`config.mk`:
```
export PLATFORM = sky130hd
export DESIGN_NAME = fir_stream_engine
export DESIGN_NICKNAME = d
export VERILOG_FILES = /design/src/rtl/fir_stream_engine.sv
export SDC_FILE = /design/constraint.sdc
export NUM_CORES = 2
export LEC_CHECK = 0
export BUFFER_PORTS_ARGS = -buffer_cell sky130_fd_sc_hd__buf_4
export CORE_UTILIZATION = 54
export DETAILED_ROUTE_END_ITERATION = 6
export GPL_ROUTABILITY_DRIVEN = 0
export GPL_TIMING_DRIVEN = 1
export HOLD_SLACK_MARGIN = 0.15
export PLACE_DENSITY = 0.72
export REMOVE_ABC_BUFFERS = 1
export SLEW_MARGIN = 10
export SYNTH_ARGS = -nofsm -noshare
export SYNTH_HDL_FRONTEND = slang
export SYNTH_SLANG_ARGS = --single-unit
```
`constraint.sdc`:
```
create_clock -name axis_clk -period 10.9 [get_ports axis_clk]
set_clock_uncertainty 0.15 [all_clocks]
set_input_delay 2.18 -clock axis_clk [delete_from_list [all_inputs] [get_ports axis_clk]]
set_output_delay 2.18 -clock axis_clk [all_outputs]
set_load 0.02 [all_outputs]
```
`src/rtl/fir_stream_engine.sv`:
```
// Streaming 11-tap FIR stage: circular sample buffer in the data BRAM, one MAC pass per sample.
// Define FIR_SAT_EN for a saturating accumulator; the default build wraps.
module fir_stream_engine #(
    parameter int unsigned pADDR_WIDTH = 12,
    parameter int unsigned pDATA_WIDTH = 32,
    parameter int unsigned Tape_Num    = 11
) (
    input  logic                   axis_clk,
    input  logic                   axis_rst_n,
    input  logic                   ap_start,
    input  logic [31:0]            data_length,
    output logic                   ap_idle,
    output logic                   ap_done,
    output logic                   tlast_err,
    input  logic                   ss_tvalid,
    input  logic [pDATA_WIDTH-1:0] ss_tdata,
    input  logic                   ss_tlast,
    output logic                   ss_tready,
    input  logic                   sm_tready,
    output logic                   sm_tvalid,
    output logic [pDATA_WIDTH-1:0] sm_tdata,
    output logic                   sm_tlast,
    output logic                   tap_EN,
    output logic [pADDR_WIDTH-1:0] tap_A,
    input  logic [pDATA_WIDTH-1:0] tap_Do,
    output logic                   data_EN,
    output logic [3:0]             data_WE,
    output logic [pADDR_WIDTH-1:0] data_A,
    output logic [pDATA_WIDTH-1:0] data_Di,
    input  logic [pDATA_WIDTH-1:0] data_Do
);

    localparam int unsigned IdxW = $clog2(Tape_Num + 1);
    localparam logic [IdxW-1:0] LastIdx = IdxW'(Tape_Num - 1);
    localparam logic [IdxW-1:0] NumIdx  = IdxW'(Tape_Num);

    typedef enum logic [2:0] {StIdle, StClear, StWaitIn, StMac, StOut, StDone} state_e;

    state_e                 state_q, state_d;
    logic [31:0]            len_q, len_d, cnt_q, cnt_d;
    logic [IdxW-1:0]        wp_q, wp_d, k_q, k_d;
    logic [pDATA_WIDTH-1:0] acc_q, acc_d;
    logic                   last_in_q, last_in_d, done_q, done_d, err_q, err_d;

    logic [pDATA_WIDTH-1:0] prod, acc_sum;
    logic [IdxW-1:0]        rd_idx, data_idx;
    logic                   out_last;

    assign prod     = tap_Do * data_Do;
    assign rd_idx   = (wp_q >= k_q) ? (wp_q - k_q) : (wp_q + NumIdx - k_q);
    assign out_last = (cnt_q + 32'd1) == len_q;

`ifdef FIR_SAT_EN
    logic [pDATA_WIDTH:0] sum_ext;
    always_comb begin
        sum_ext = {acc_q[pDATA_WIDTH-1], acc_q} + {prod[pDATA_WIDTH-1], prod};
        if (sum_ext[pDATA_WIDTH] != sum_ext[pDATA_WIDTH-1]) begin
            acc_sum = sum_ext[pDATA_WIDTH] ? {1'b1, {(pDATA_WIDTH-1){1'b0}}}
                                           : {1'b0, {(pDATA_WIDTH-1){1'b1}}};
        end else begin
            acc_sum = sum_ext[pDATA_WIDTH-1:0];
        end
    end
`else
    assign acc_sum = acc_q + prod;
`endif

    always_comb begin
        state_d   = state_q;
        len_d     = len_q;
        cnt_d     = cnt_q;
        wp_d      = wp_q;
        k_d       = k_q;
        acc_d     = acc_q;
        last_in_d = last_in_q;
        done_d    = done_q;
        err_d     = err_q;
        ss_tready = 1'b0;
        sm_tvalid = 1'b0;
        tap_EN    = 1'b0;
        data_EN   = 1'b0;
        data_WE   = 4'h0;
        data_idx  = '0;
        unique case (state_q)
            StIdle: begin
                if (ap_start) begin
                    len_d   = data_length;
                    done_d  = 1'b0;
                    err_d   = 1'b0;
                    cnt_d   = '0;
                    wp_d    = '0;
                    k_d     = '0;
                    state_d = StClear;
                end
            end
            StClear: begin
                data_EN  = 1'b1;
                data_WE  = 4'hF;
                data_idx = k_q;
                if (k_q == LastIdx) begin
                    k_d     = '0;
                    state_d = (len_q == 32'd0) ? StDone : StWaitIn;
                end else begin
                    k_d = k_q + 1'b1;
                end
            end
            StWaitIn: begin
                ss_tready = 1'b1;
                data_idx  = wp_q;
                if (ss_tvalid) begin
                    data_EN   = 1'b1;
                    data_WE   = 4'hF;
                    last_in_d = ss_tlast;
                    acc_d     = '0;
                    k_d       = '0;
                    state_d   = StMac;
                end
            end
            StMac: begin
                // Read k is issued at k_q == k; its product lands one cycle later.
                if (k_q != NumIdx) begin
                    tap_EN   = 1'b1;
                    data_EN  = 1'b1;
                    data_idx = rd_idx;
                end
                if (k_q != '0) begin
                    acc_d = acc_sum;
                end
                if (k_q == NumIdx) begin
                    k_d     = '0;
                    state_d = StOut;
                end else begin
                    k_d = k_q + 1'b1;
                end
            end
            StOut: begin
                sm_tvalid = 1'b1;
                if (sm_tready) begin
                    cnt_d = cnt_q + 32'd1;
                    wp_d  = (wp_q == LastIdx) ? '0 : wp_q + 1'b1;
                    if (last_in_q != out_last) begin
                        err_d = 1'b1;
                    end
                    state_d = out_last ? StDone : StWaitIn;
                end
            end
            StDone: begin
                done_d  = 1'b1;
                state_d = StIdle;
            end
            default: state_d = StIdle;
        endcase
    end

    always_ff @(posedge axis_clk) begin
        if (!axis_rst_n) begin
            state_q   <= StIdle;
            len_q     <= '0;
            cnt_q     <= '0;
            wp_q      <= '0;
            k_q       <= '0;
            acc_q     <= '0;
            last_in_q <= 1'b0;
            done_q    <= 1'b0;
            err_q     <= 1'b0;
        end else begin
            state_q   <= state_d;
            len_q     <= len_d;
            cnt_q     <= cnt_d;
            wp_q      <= wp_d;
            k_q       <= k_d;
            acc_q     <= acc_d;
            last_in_q <= last_in_d;
            done_q    <= done_d;
            err_q     <= err_d;
        end
    end

    assign ap_idle   = (state_q == StIdle);
    assign ap_done   = done_q;
    assign tlast_err = err_q;
    assign sm_tdata  = acc_q;
    assign sm_tlast  = (state_q == StOut) && out_last;
    assign tap_A     = pADDR_WIDTH'(k_q) << 2;
    assign data_A    = pADDR_WIDTH'(data_idx) << 2;
    assign data_Di   = (state_q == StWaitIn) ? ss_tdata : '0;

endmodule
```
Yosys cells after proc, flatten, opt, wreduce, memory -nomap -nowiden
Index checks and enable logic that the tools add are counted.
{ "totals": {"reg_bits": 110, "in_bits": 134, "output_inout_bits": 100, "wordCells": 91} }
{ "op_classes": {"add_sub_neg": 7, "multipliers": 1, "magnitude_cmp": 1, "n_eq_ne": 18, "n_mux": 39, "n_reduce_logical": 16} }
{ "op_table": {"columns": ["operator", "count"], "rows": [
  ["2-to-1 mux 32 bit", 5],
  ["one-hot mux 32 bit (2 select lines)", 2],
  ["2-to-1 mux 4 bit", 9],
  ["adder 32 x 1 -> 32 bit, second input constant", 1],
  ["adder 32 bit", 1],
  ["== test 32 bit", 1],
  ["logical NOT 32 bit", 1],
  ["multiplier 32 x 32 -> 32 bit", 1],
  ["2-to-1 mux 3 bit", 7],
  ["one-hot mux 4 bit (2 select lines)", 2],
  ["one-hot mux 4 bit (4 select lines)", 1],
  ["one-hot mux 3 bit (5 select lines)", 1],
  ["!= test 2 bit, second input constant", 7],
  ["== test 4 bit, second input constant", 3],
  ["one-hot mux 4 bit (3 select lines)", 1],
  ["AND reduction 3 bit", 3],
  ["adder 4 x 1 -> 4 bit, second input constant", 2],
  ["2-to-1 mux 1 bit", 8],
  ["nonzero test 4 bit", 2],
  ["subtractor 4 bit", 2],
  ["== test 3 x 2 -> 1 bit, second input constant", 2],
  ["== test 3 bit, second input constant", 2],
  ["AND reduction 2 bit", 3],
  ["nonzero test 2 bit", 3],
  ["11 further kinds", 12]
]} }

Depth between registers and ports, before layout
{ "depth": {"word_depth": 6, "depth_mapped": 29, "ltp_nobuf": 27} }

Least setup slack after synthesis
No wires, ideal clock.
{ "synth_timing": {"path_type": "input -> register", "from": "input tap_Do[12]", "to": "register acc_q[31] (netlist: sm_tdata[31])", "setup_time_ps": 124, "t_arrival_ps": 8792, "required_ps": 10626, "slack_ps": 1834, "stages": 27, "path_buffers": 2, "cell_sequence": "clkbuf_1 > clkbuf_1 > and2_1 > fa_1 > fa_1 > fa_1 > inv_1 > fa_1 > inv_1 > fa_1 > inv_1 > fa_1 > inv_1 > fa_1 > inv_1 > fa_1 > inv_1 > ha_1 > a21o_1 > a21o_1 > a221oi_1 > o21ai_0 > nor3_1 > o311ai_0 > a21oi_1 > xnor2_1 > o21ai_0"} }
{ "synth_between": {"elab_chain_len": 4} }
{ "synth_lines": {"columns": ["item", "line_no", "source"], "rows": [
  ["from (decl)", "25", "input logic [pDATA_WIDTH-1:0] tap_Do,"],
  ["multiplier 32 x 32 -> 32 bit", "49", "assign prod = tap_Do * data_Do;"],
  ["adder 32 bit", "65", "assign acc_sum = acc_q + prod;"],
  ["2-to-1 mux 32 bit", "126", "if (k_q != '0) begin"],
  ["one-hot mux 32 bit (2 select lines)", "84", "unique case (state_q)"],
  ["to (signal assigned)", "162", "acc_q <= '0;"],
  ["to (signal assigned)", "172", "acc_q <= acc_d;"],
  ["to (decl)", "42", "logic [pDATA_WIDTH-1:0] acc_q, acc_d;"]
]} }
Every way passes these cells. The select of a mux whose other input is x is not followed.
A chain may end at the register's enable or synchronous reset.

Worst setup path after layout
{ "layout_timing": {"from": "input data_Do[0]", "to": "register acc_q[31] (netlist: sm_tdata[31])"} }
{ "layout_between": {"elab_chain_len": 4} }
{ "layout_lines": {"columns": ["item", "line_no", "source"], "rows": [
  ["from (decl)", "30", "input logic [pDATA_WIDTH-1:0] data_Do"],
  ["multiplier 32 x 32 -> 32 bit", "49", null],
  ["adder 32 bit", "65", null],
  ["2-to-1 mux 32 bit", "126", null],
  ["one-hot mux 32 bit (2 select lines)", "84", null]
]} }
Every way passes these cells. The select of a mux whose other input is x is not followed.

==> flow_summary.html <==
<table>
<tr><th>Metric</th><th>Value</th></tr>
<tr><th colspan="2">Layout</th></tr>
<tr><td>Final non-filler cell total</td><td>3409</td></tr>
<tr><td>Share of the core filled with cells</td><td>60.2%</td></tr>
<tr><td>Diodes inserted</td><td>0</td></tr>
<tr><td>Area growth syn-to-layout</td><td>8.82%</td></tr>
<tr><td>Ratio of cells with drive above 1 in the final layout</td><td>around a tenth</td></tr>
<tr><td>Fill count</td><td>approximately 3700</td></tr>
<tr><td>Post-Layout Inst Area</td><td>approximately 25000 µm²</td></tr>
<tr><td>Final nets</td><td>approximately 3500</td></tr>
<tr><th colspan="2">STA</th></tr>
<tr><td>Min Tclk post-route</td><td>9.27 ns</td></tr>
<tr><td>Worst relative slew slack</td><td>roughly two fifths</td></tr>
<tr><td>Unrepaired setup endpoints after global routing</td><td>no</td></tr>
<tr><td>Share of the clock period used by the worst path</td><td>about 85%</td></tr>
<tr><td>Final Max Slew Viols</td><td>0</td></tr>
<tr><td>Endpoints failing hold</td><td>0</td></tr>
<tr><td>Number of setup violations in the final report</td><td>0</td></tr>
<tr><td>Worst slew pin tran</td><td>around 0.9 ns</td></tr>
<tr><td>Post-route setup TNS</td><td>0 ns</td></tr>
<tr><td>Max frequency</td><td>roughly 0.11 GHz</td></tr>
<tr><th colspan="2">Worst setup path</th></tr>
<tr><td>Kind of end point of the critical path</td><td>flip-flop</td></tr>
<tr><td>Minimum setup slack among reg-to-reg paths</td><td>3.53 ns</td></tr>
<tr><td>Reg-to-Reg End</td><td>sm_tdata[31]$_SDFFE_PN0P_</td></tr>
<tr><td>Worst EP arrival</td><td>9.37 ns</td></tr>
<tr><td>Beginning of the critical path</td><td>data_Do[0]</td></tr>
<tr><td>Number of cells on the worst reg-to-reg path</td><td>24</td></tr>
<tr><td>Max FO, Critical Path</td><td>32</td></tr>
<tr><td>Startpoint of the worst register-to-register path</td><td>sm_tdata[18]$_SDFFE_PN0P_</td></tr>
<tr><td>Kind of start point of the critical path</td><td>input port</td></tr>
<tr><td>Crit Path Class</td><td>in -&gt; reg</td></tr>
<tr><td>Endpoint required time on the critical path</td><td>between 10 and 15 ns</td></tr>
<tr><th colspan="2">Yosys</th></tr>
<tr><td>Count of yosys warnings during synthesis</td><td>0</td></tr>
<tr><td>Share of the yosys chip area belonging to registers</td><td>9.41%</td></tr>
<tr><td>Synthesized area per cell</td><td>roughly 8.5 µm²</td></tr>
<tr><td>Most frequently used flop master after synthesis</td><td>dfxtp_1</td></tr>
<tr><td>Number of enable flip-flop cells after synthesis</td><td>0</td></tr>
<tr><td>Post-synth design cell area</td><td>about 23000 µm²</td></tr>
<tr><td>Post-synthesis register bit count</td><td>110</td></tr>
<tr><td>Async set or reset register ratio after synthesis</td><td>0%</td></tr>
<tr><td>Cell count after synthesis</td><td>2738</td></tr>
<tr><td>Number of unique standard cell types used by synthesis</td><td>84</td></tr>
<tr><th colspan="2">Clocking</th></tr>
<tr><td>Deepest clock path buffer count</td><td>2</td></tr>
<tr><td>CTS sink count</td><td>110</td></tr>
<tr><td>Clk_lat worst skew</td><td>~0.37 ns</td></tr>
<tr><td>Clk pin slew, worst setup/hold paths</td><td>0.08 ns</td></tr>
<tr><td>Clock root cell</td><td>clkbuf_16</td></tr>
<tr><td>Number of buffers inserted during clock tree synthesis</td><td>9</td></tr>
<tr><td>TritonCTS clock tree</td><td>yes</td></tr>
<tr><td>Post-CTS setup-driven buffer insertion count</td><td>0</td></tr>
<tr><td>Count of cells resized by post-cts repair</td><td>0</td></tr>
<tr><td>CTS H-tree depth</td><td>3</td></tr>
<tr><td>Post-cts hold buffer count</td><td>0</td></tr>
<tr><th colspan="2">Drt</th></tr>
<tr><td>Routed wire length</td><td>approximately 64000 µm</td></tr>
<tr><td>1st-pass router iterations</td><td>5</td></tr>
<tr><td>Uppermost routed layer</td><td>met5</td></tr>
<tr><td>WL met2</td><td>~31000 µm</td></tr>
<tr><td>Total DRC errors in the routed layout</td><td>0</td></tr>
<tr><td>Iter 0 DRT Violations</td><td>~1500</td></tr>
<tr><td>Post-DR wirelength/cell</td><td>about 19 µm</td></tr>
<tr><td>Sum of routed wire segments on met1</td><td>26300 µm</td></tr>
<tr><td>Routed length on met3</td><td>roughly 4900 µm</td></tr>
<tr><td>Remaining antenna violation count after routing</td><td>0</td></tr>
<tr><td>Routed vias</td><td>about 19000</td></tr>
<tr><td>Via density per instance</td><td>between 5 and 6</td></tr>
<tr><th colspan="2">Floorplan</th></tr>
<tr><td>Starting utilization of the core area</td><td>55.3%</td></tr>
<tr><td>Placement Rows</td><td>75</td></tr>
<tr><td>Placeable core region</td><td>42300 µm²</td></tr>
<tr><td>Number of top-level pins</td><td>approximately 230</td></tr>
<tr><td>X dimension of the die</td><td>210 µm</td></tr>
<tr><td>Total die area</td><td>approximately 44000 µm²</td></tr>
<tr><td>Die height</td><td>between 200 and 250 µm</td></tr>
<tr><th colspan="2">Min path</th></tr>
<tr><td>Worst hold path type</td><td>reg -&gt; reg</td></tr>
<tr><td>Launch point of the worst hold path</td><td>tlast_err$_SDFFE_PN0P_</td></tr>
<tr><td>Worst hold endpoint</td><td>tlast_err$_SDFFE_PN0P_</td></tr>
<tr><td>Hold Path Depth</td><td>1</td></tr>
<tr><th colspan="2">Placement</th></tr>
<tr><td>Input/output buffers</td><td>about 220</td></tr>
<tr><td>Detailed-placement wirelength estimate</td><td>just over 50000 µm</td></tr>
<tr><td>Number of placed instances, taps included</td><td>~3400</td></tr>
<tr><td>Post-place instance area</td><td>25200 µm²</td></tr>
<tr><th colspan="2">Status</th></tr>
<tr><td>Status</td><td>completed</td></tr>
<tr><th colspan="2">Run</th></tr>
<tr><td>Count of max-cap constraint violations</td><td>0</td></tr>
<tr><th colspan="2">Global route</th></tr>
<tr><td>Global-route usage over all layers</td><td>between 30% and 40%</td></tr>
<tr><td>Wire length of the first global-routing pass</td><td>104000 µm</td></tr>
<tr><td>Maximum number of pins on one net before global-route repair</td><td>84</td></tr>
<tr><td>Total congestion overflow after global routing</td><td>0</td></tr>
<tr><td>Antenna violations before repair</td><td>2</td></tr>
<tr><td>Via count of the first global-routing pass</td><td>19600</td></tr>
</table>
-- sequential cells by signal, indices dropped and copies added (netlist names) --
signal,flops
cnt_q,32
ap_done,1
k_q,4
last_in_q,1
len_q,32
wp_q,4
state_q,3
sm_tdata,32
tlast_err,1
-- cell usage after synthesis, types with 40 or more instances --
cell	instances	area share, %
xor2_1	40	1.5
inv_1	511	8.2
nor2_1	87	1.4
fa_1	441	38
ha_1	137	7.3
dfxtp_1	110	9.4
a21oi_1	94	2.0
o21ai_0	52	1.1
xnor2_1	97	3.6
clkbuf_1	129	2.1
nand2_1	350	5.6
and2_1	356	9.5
-- critical path, stage by stage --
cell and delay [ns]:
buf_4 0.33, and2_1 0.21, fa_1 0.46, fa_1 0.51, fa_1 0.49, inv_1 0.05, fa_1 0.52, inv_1 0.05
fa_1 0.51, inv_1 0.06, fa_1 0.53, inv_1 0.05, fa_1 0.49, inv_1 0.06, fa_1 0.47, inv_1 0.05
ha_1 0.34, a21o_1 0.20, a21o_1 0.18, a221oi_1 0.38, o21ai_0 0.18, nor3_1 0.43, o311ai_0 0.22, a21oi_1 0.21
xnor2_1 0.13, o21ai_0 0.08
-- worst max path at each step --
stage                                            to  slack (ns)  cells after the start
final                     sm_tdata[31]$_SDFFE_PN0P_        1.63                     26
after global routing      sm_tdata[31]$_SDFFE_PN0P_        1.23                     26
after CTS                 sm_tdata[31]$_SDFFE_PN0P_        1.66                     26
after detailed placement  sm_tdata[31]$_SDFFE_PN0P_        1.29                     26
after global placement    sm_tdata[31]$_SDFFE_PN0P_        1.39                     26
after floorplan           sm_tdata[31]$_SDFFE_PN0P_        2.21                     25
-- cells in the final DEF, fill, tap and decap left out, types with 8 or more instances in the layout --
| cell | synthesis | final |
|---|---|---|
| inv_1 | 511 | 510 |
| fa_1 | 441 | 441 |
| and2_1 | 356 | 356 |
| nand2_1 | 350 | 350 |
| buf_4 | 20 | 226 |
| ha_1 | 137 | 137 |
| dfxtp_1 | 110 | 110 |
| xnor2_1 | 97 | 97 |
| a21oi_1 | 94 | 94 |
| nor2_1 | 87 | 87 |
| o21ai_0 | 52 | 52 |
| xor2_1 | 40 | 40 |
| a22oi_1 | 28 | 28 |
| nand3_1 | 26 | 26 |
| nor3_1 | 23 | 21 |
| nand4_1 | 18 | 18 |
| nor4_1 | 16 | 16 |
| conb_1 | 1 | 16 |
| a21o_1 | 14 | 14 |
| nor2b_1 | 11 | 11 |
| and3_1 | 9 | 9 |
| or3_1 | 9 | 9 |
| clkbuf_16 | 0 | 9 |
| and4_1 | 8 | 8 |
| o21a_1 | 8 | 8 |
| a211oi_1 | 8 | 8 |
-- kinds of logic (layout without fill, tap and decap cells) --
kind of cell | after synthesis | count (layout) | share of synthesized area, %
buffers and inverters | 673 | 752 | 11.2
AND/OR/NAND/NOR | 961 | 961 | 21.6
AO/OA/AOI/OAI | 273 | 273 | 7.36
multiplexers | 5 | 5 | 0.219
adder cells (fa/ha/maj) | 578 | 578 | 45.0
XOR/XNOR | 137 | 137 | 5.13
flip-flops | 110 | 110 | 9.41
other | 1 | 16 | 0.0160
-- per-stage QoR --
stage          setup WS (ns)  hold WS (ns)
2_1_floorplan           2.21         0.295
3_3_place_gp            1.39         0.308
3_5_place_dp            1.29         0.319
4_1_cts                 1.66         0.337
5_1_grt                 1.23         0.351
6_report                1.63         0.331
-- layer usage --
layer,GRT usage (%),vias up
li1,-,8490
met1,40.3,9440
met2,50.0,804
met3,5.11,119
met4,9.24,2
met5,0,-
-- area by class of cell --
cell class              count  area [µm²]  area share (%)
flip-flops and latches    110        2200            8.65
repair buffers            226        1700            6.66
multi-input cells        1970       18600            73.2
clock inverters             6        56.3           0.221
clock buffers               9         225           0.884
inverters                 511        1920            7.53
well taps                 577         722            2.83
Power is not shown: default switching activity piles up to over one toggle a cycle in this logic, so the estimate is an artifact.
